==> src/rtl/reg_dump_sender_if.sv <==
// Byte stream handshake between the register dump sender and a downstream transmitter.
interface reg_dump_sender_if;
    logic [7:0] tx_data;
    logic       tx_valid;
    logic       tx_ready;

    modport master (output tx_data, output tx_valid, input tx_ready);
    modport slave  (input tx_data, input tx_valid, output tx_ready);
endinterface

==> src/rtl/reg_dump_sender.sv <==
// Snapshots a flattened processor register file on start and streams it out byte by byte,
// register 0 first and most-significant byte first within each register.
module reg_dump_sender #(
    parameter int PROC_BITS = 32,
    parameter int REG_COUNT = 32
) (
    input  logic                           clk,
    input  logic                           rst,
    input  logic                           i_start,
    input  logic [PROC_BITS*REG_COUNT-1:0] i_debug_regs,
    reg_dump_sender_if.master              tx,
    output logic                           o_busy,
    output logic                           o_done
);

    localparam int BPR = PROC_BITS / 8;
    localparam int N   = REG_COUNT * BPR;
    localparam int CW  = (N > 1) ? $clog2(N) : 1;
    localparam logic [CW-1:0] LAST_IDX = CW'(N - 1);

    localparam logic [1:0] S_IDLE = 2'd0;
    localparam logic [1:0] S_SEND = 2'd1;
    localparam logic [1:0] S_DONE = 2'd2;

    logic [1:0]                     state_q, state_d;
    logic [CW-1:0]                  cnt_q, cnt_d;
    logic [PROC_BITS*REG_COUNT-1:0] snap_q, snap_d;
    logic                           valid_q, busy_q, done_q;
    logic [7:0]                     bytes_s [N];

    // Next-state, counter and snapshot capture.
    always_comb begin
        state_d = state_q;
        cnt_d   = cnt_q;
        snap_d  = snap_q;
        case (state_q)
            S_IDLE: begin
                if (i_start) begin
                    snap_d  = i_debug_regs;
                    cnt_d   = {CW{1'b0}};
                    state_d = S_SEND;
                end else begin
                    state_d = S_IDLE;
                end
            end
            S_SEND: begin
                if (valid_q && tx.tx_ready) begin
                    if (cnt_q == LAST_IDX) begin
                        state_d = S_DONE;
                    end else begin
                        cnt_d = cnt_q + CW'(1);
                    end
                end else begin
                    state_d = S_SEND;
                end
            end
            S_DONE: begin
                state_d = S_IDLE;
            end
            default: begin
                state_d = S_IDLE;
            end
        endcase
    end

    // State registers; handshake flags are decoded from the next state so they are glitch-free flops.
    always_ff @(posedge clk or posedge rst) begin
        if (rst) begin
            state_q <= S_IDLE;
            cnt_q   <= {CW{1'b0}};
            snap_q  <= {(PROC_BITS*REG_COUNT){1'b0}};
            valid_q <= 1'b0;
            busy_q  <= 1'b0;
            done_q  <= 1'b0;
        end else begin
            state_q <= state_d;
            cnt_q   <= cnt_d;
            snap_q  <= snap_d;
            valid_q <= (state_d == S_SEND);
            busy_q  <= (state_d != S_IDLE);
            done_q  <= (state_d == S_DONE);
        end
    end

    // Byte j lives in register j/BPR, counted from that register's top byte.
    for (genvar j = 0; j < N; j++) begin : g_byte
        assign bytes_s[j] = snap_q[(j / BPR) * PROC_BITS + (BPR - 1 - (j % BPR)) * 8 +: 8];
    end

    assign tx.tx_data  = bytes_s[cnt_q];
    assign tx.tx_valid = valid_q;
    assign o_busy      = busy_q;
    assign o_done      = done_q;

endmodule

==> src/flat_wrapper.sv <==
// flat-port wrapper written by rule: the top's interface ports become plain ports
module reg_dump_sender_flat 
#(
    parameter int PROC_BITS = 32,
    parameter int REG_COUNT = 32
)
  (clk, rst, i_start, i_debug_regs, o_busy, o_done, tx_tx_data, tx_tx_valid, tx_tx_ready);
  reg_dump_sender_if tx_i ();
  input  logic clk;
  input  logic rst;
  input  logic i_start;
  input  logic [PROC_BITS*REG_COUNT-1:0] i_debug_regs;
  output logic o_busy;
  output logic o_done;
  output wire logic [$bits(tx_i.tx_data)-1:0] tx_tx_data;
  output wire logic [$bits(tx_i.tx_valid)-1:0] tx_tx_valid;
  input wire logic [$bits(tx_i.tx_ready)-1:0] tx_tx_ready;
  assign tx_tx_data = tx_i.tx_data;
  assign tx_tx_valid = tx_i.tx_valid;
  assign tx_i.tx_ready = tx_tx_ready;
  reg_dump_sender #(.PROC_BITS(PROC_BITS), .REG_COUNT(REG_COUNT)) u_core (.clk(clk), .rst(rst), .i_start(i_start), .i_debug_regs(i_debug_regs), .tx(tx_i), .o_busy(o_busy), .o_done(o_done));
endmodule
==> config.mk <==
export PLATFORM = sky130hd
export DESIGN_NAME = reg_dump_sender_flat
export DESIGN_NICKNAME = d
export VERILOG_FILES = /design/src/rtl/reg_dump_sender_if.sv /design/src/rtl/reg_dump_sender.sv /design/src/flat_wrapper.sv
export SDC_FILE = /design/constraint.sdc
export NUM_CORES = 2
export LEC_CHECK = 0
export ABC_AREA = 0
export BUFFER_PORTS_ARGS = -buffer_cell sky130_fd_sc_hd__clkbuf_2
export CORE_AREA = 2 2 403 405
export CTS_BUF_LIST = sky130_fd_sc_hd__clkbuf_2 sky130_fd_sc_hd__clkbuf_4 sky130_fd_sc_hd__clkbuf_8
export CTS_CLUSTER_SIZE = 40
export DETAILED_ROUTE_END_ITERATION = 16
export DIE_AREA = 0 0 405 407
export PLACE_DENSITY_LB_ADDON = 0.08
export SLEW_MARGIN = 30
export SYNTH_ARGS = -nofsm -noshare
export SYNTH_HDL_FRONTEND = slang
export SYNTH_SLANG_ARGS = --single-unit
==> constraint.sdc <==
create_clock -name clk -period 64 [get_ports clk]
set_clock_uncertainty 0.2 [all_clocks]
set_input_delay 6.4 -clock clk [delete_from_list [all_inputs] [get_ports clk]]
set_output_delay 6.4 -clock clk [all_outputs]
set_load 0.01 [all_outputs]
; Word-level counts from Yosys, hierarchy flattened
; Index checks and enable logic that the tools add are counted.
; Widths: inputs -> output; s select.
[word_totals]
register_bits = 1036
inputBits = 1028
out_inout_bits = 11
elab_cells = 33
[op_classes]
addsub = 1
magnitude_cmp = 1
eq_ne = 7
n_mux = 11
bitwise = 1
n_reduce_logical = 6
[ops]
columns = operator, n
row1 = $bmux 8 s7, 1
row2 = $mux 7, 3
row3 = $mux 8, 2
row4 = $pmux 7 s2, 1
row5 = $ge 8x8->1 const B, 1
row6 = $not 7->8, 1
row7 = $add 7x1->7 const B, 1
row8 = $eq 7x7->1 const B, 1
row9 = $eq 2x1->1 const B, 2
row10 = $mux 2, 2
row11 = $ne 2x2->1 const B, 2
row12 = $pmux 2 s2, 1
row13 = $reduce_and 4->1, 1
row14 = $reduce_bool 2->1, 2
row15 = $eq 2x2->1 const B, 1
row16 = $logic_not 2->1, 1
row17 = $ne 2x1->1 const B, 1
row18 = $reduce_and 2->1, 1
row19 = $logic_and 1x1->1, 1
row20 = $mux 1, 1

; Longest topological paths before layout
[depth]
word_depth = 5
ltp_mapped = 10
depth_no_buf = 7

; Worst setup path after synthesis
; Ideal clock, no wire load.
[synth_timing]
kind = register to output
from = register u_core.cnt_q[0]
to = output port tx_tx_data[6]
arrival_time_ns = 1.833
t_required_ns = 57.400
setup_slack_ns = 55.567
stages_incl_launch_ff = 9
n_path_buf = 3
path_cell_list = dfrtp_1 -> buf_6 -> buf_6 -> buf_4 -> mux4_2 -> a22oi_1 -> a21oi_1 -> a21oi_1 -> o32ai_1
[synth_via]
elab_chain_cells = 4
[synth_rtl]
columns = item, line_no
row1 = "start, declared", reg_dump_sender.sv:26  ; logic [CW-1:0] cnt_q, cnt_d;
row2 = "start signal, assigned", reg_dump_sender.sv:70  ; cnt_q <= {CW{1'b0}};
row3 = "start signal, assigned", reg_dump_sender.sv:77  ; cnt_q <= cnt_d;
row4 = $not 7->8 (not written as such), reg_dump_sender.sv:90  ; assign tx.tx_data = bytes_s[cnt_q];
row5 = $bmux 8 s7, reg_dump_sender.sv:90
row6 = $mux 8 (not written as such) (2 in series), reg_dump_sender.sv:90
row7 = "end, declared", flat_wrapper.sv:15  ; output wire logic [$bits(tx_i.tx_data)-1:0] tx_tx_data;
; Every way passes these cells. The select of a mux whose other input is x is not followed.

; Worst setup path in the final report
[layout_timing]
from = register u_core.cnt_q[1]
to = output port tx_tx_data[7]
; The elaborated chain is that of the path after synthesis.

==> out/metrics.csv <==
metric,value,unit
"commonest non-fill, non-tap cell in the layout",nand2_1,
placer congestion estimate,0.8575,
quantity of gates resized following cts,0,
register bit count reported by yosys,1036,
nets,7109,
core box area,160200,um^2
Crit path arrival time,5.87,ns
largest net degree at the start of global routing,227,
pre-CTS setup slack,52.45,ns
yosys warns,0,
cell row count,147,
top-area cell type share of the netlist area,55.17,%
Root Driver,clkbuf_8,
Clock Tree Buf Depth,3,
crit-path max FO,52,
Routed Antenna Nets,0,
Mapped Nets,6163,
Final Non-Filler Cells,8403,
Setup TNS,0,ns
# hold bufs at CTS,0,
Finished Cell Area,58200,um^2
die height,407,um
sequential share of the synthesized area,55.17,%
Worst VDD drop,0.02692,mV
Reg-to-Reg Start,u_core.state_q[0],
Fmax,80.20,MHz
"Worst Path Class, Setup",reg -> out,
fin util,36.33,%
die area,164800,um^2
"Slew Viols, Final",0,
Leakage,31.45,nW
most frequent cells in the layout,"nand2_1, clkbuf_2, dfrtp_1",
HPWL after DPL,155.4,mm
first-pass GRT wire length,295.5,mm
CP Data Required Time,57.40,ns
clock tree from TritonCTS,done,
number of hold violations in the final report,0,
post-layout min period,12.47,ns
Final Cycle Share,19.48,%
Hold Slack,0.2653,ns
final wirelength,208.2,mm
Hold Startpoint,u_core.snap_q[457],
CTS Buf Count,191,
synthesized area per cell,9.153,um^2
CTS H-tree lvls,4,
vias,39740,
Skew-Pair Late Insertion Delay,0.88,ns
Worst-path clk slew,0.05,ns
Syn Inst Count,5134,
IO Pins,1039,
cell count after placement,8045,
DRC,0,
worst-margin pin slew,1.052,ns
Startpoint Class,flop,
total gr overflow,0,
pwr/cell area,34.42,nW/um^2
initial antenna violation count,23,
max cap viols,0,
final setup violation count,0,
synth unique cells,34,
"area leader, netlist",dfrtp_1,
die width,405,um
share of layout cells above drive strength 1,26.47,%
outcome,"finished, final reports clean",
post-CTS setup buffers,0,
register-to-register setup slack,59.72,ns
reg2reg end,u_core.snap_q[762],
vias in the first global route,41240,
initial core utilization,29.33,%
CTS Sinks,1036,
WHS Path Cells,2,
Fill cells,16780,
drt pass-1 iters,6,
DP Area,53900,um^2
Synth area leaders,"dfrtp_1, nand2_1, mux4_2",
Worst R2R Path Depth,8,
Hold EP,u_core.snap_q[457],
WL/cell,24.77,um
total power draw,2.003,mW
routed vias/inst,4.730,
RSZ-0062 raised after global routing,no,
Layout Area Growth over Synthesis,23.84,%
HP Class,reg -> reg,
number of I/O port buffers,1038,
Critical Path End Type,primary output,
final worst setup slack,51.53,ns
Initial DRC Count,3284,
max_slew headroom,29.65,%
synthesized area,46990,um^2
total track usage,24.93,%
## where the power goes
part	internal [mW]	switching, mW
registers	0.691	0.0391
clock network	0.397	0.301
logic	0.219	0.356
total	1.31	0.696
## per-layer routing
metal  up-vias  track usage, %  part of all wire (%)
met4         4           7.797                   3.2
met5         -               0                 0.015
met1     19880           33.46                    44
met2      1197           41.32                    48
li1      18390               -                     -
met3       277           3.874                   5.1
## cell type report
class | instances | area (um^2) | area share, %
Antenna cell | 9 | 22.52 | 0.03870
Clock buffer | 320 | 3966 | 6.815
Clock inverter | 27 | 237.7 | 0.4085
Inverter | 2 | 15.01 | 0.02580
Multi-Input combinational cell | 3761 | 19520 | 33.54
Sequential cell | 1036 | 25940 | 44.57
Tap cell | 2160 | 2703 | 4.644
Timing Repair Buffer | 1088 | 5794 | 9.956
## cells by family after synthesis
logic type / synth area share [%]
compound gates: 2.982
buf+inv: 3.485
simple gates: 25.63
xor+xnor: 0.07454
flops: 55.17
fa+ha+maj: 0.02662
mux: 12.63
## worst max-delay path, cell delays in order, from the launching register on
cell,delay (ns)
dfrtp_4,0.68
buf_4,0.64
buf_4,0.71
buf_4,0.73
mux4_2,0.34
a22oi_1,0.14
a21oi_1,0.44
o21ai_1,0.25
o32ai_1,0.60
clkbuf_2,0.30
## state kept, by name (all words and copies together) (netlist names)
name / cells
u_core.cnt_q: 7
u_core.o_busy: 1
u_core.o_done: 1
u_core.snap_q: 1024
u_core.state_q: 2
u_core.tx.tx_valid: 1
## cells in the mapped netlist
master	count
buf_2	82
nor2_1	38
ha_1	1
buf_6	15
mux2i_1	160
and3_1	2
nand4b_1	1
buf_4	12
dfrtp_1	1036
inv_1	2
nor4_1	8
buf_8	7
o21ai_1	8
a21oi_1	66
nor2b_1	3
and2_1	2
or2_1	1
buf_12	2
nand2_1	3089
nand4_1	3
mux4_2	192
o21ai_0	12
o22ai_1	48
nor3_1	26
a211oi_1	8
clkbuf_2	1
nand2b_1	6
or2_2	2
xor2_1	4
buf_1	4
clkbuf_1	212
o32ai_1	8
a22oi_1	72
mux2_2	1
## worst max-delay path by stage
stage / slack, ns / start / to / cells past startpoint
after floorplan: 28.24 / rst / u_core.cnt_q[0] / 1
after global placement: 52.19 / u_core.cnt_q[0] / tx_tx_data[2] / 8
after detailed placement: 52.45 / u_core.cnt_q[1] / tx_tx_data[7] / 9
after CTS: 51.45 / u_core.cnt_q[1] / tx_tx_data[7] / 9
after global routing: 51.31 / u_core.cnt_q[1] / tx_tx_data[7] / 9
final: 51.53 / u_core.cnt_q[1] / tx_tx_data[7] / 9
Note: power is estimated with default switching activity, not from simulation.
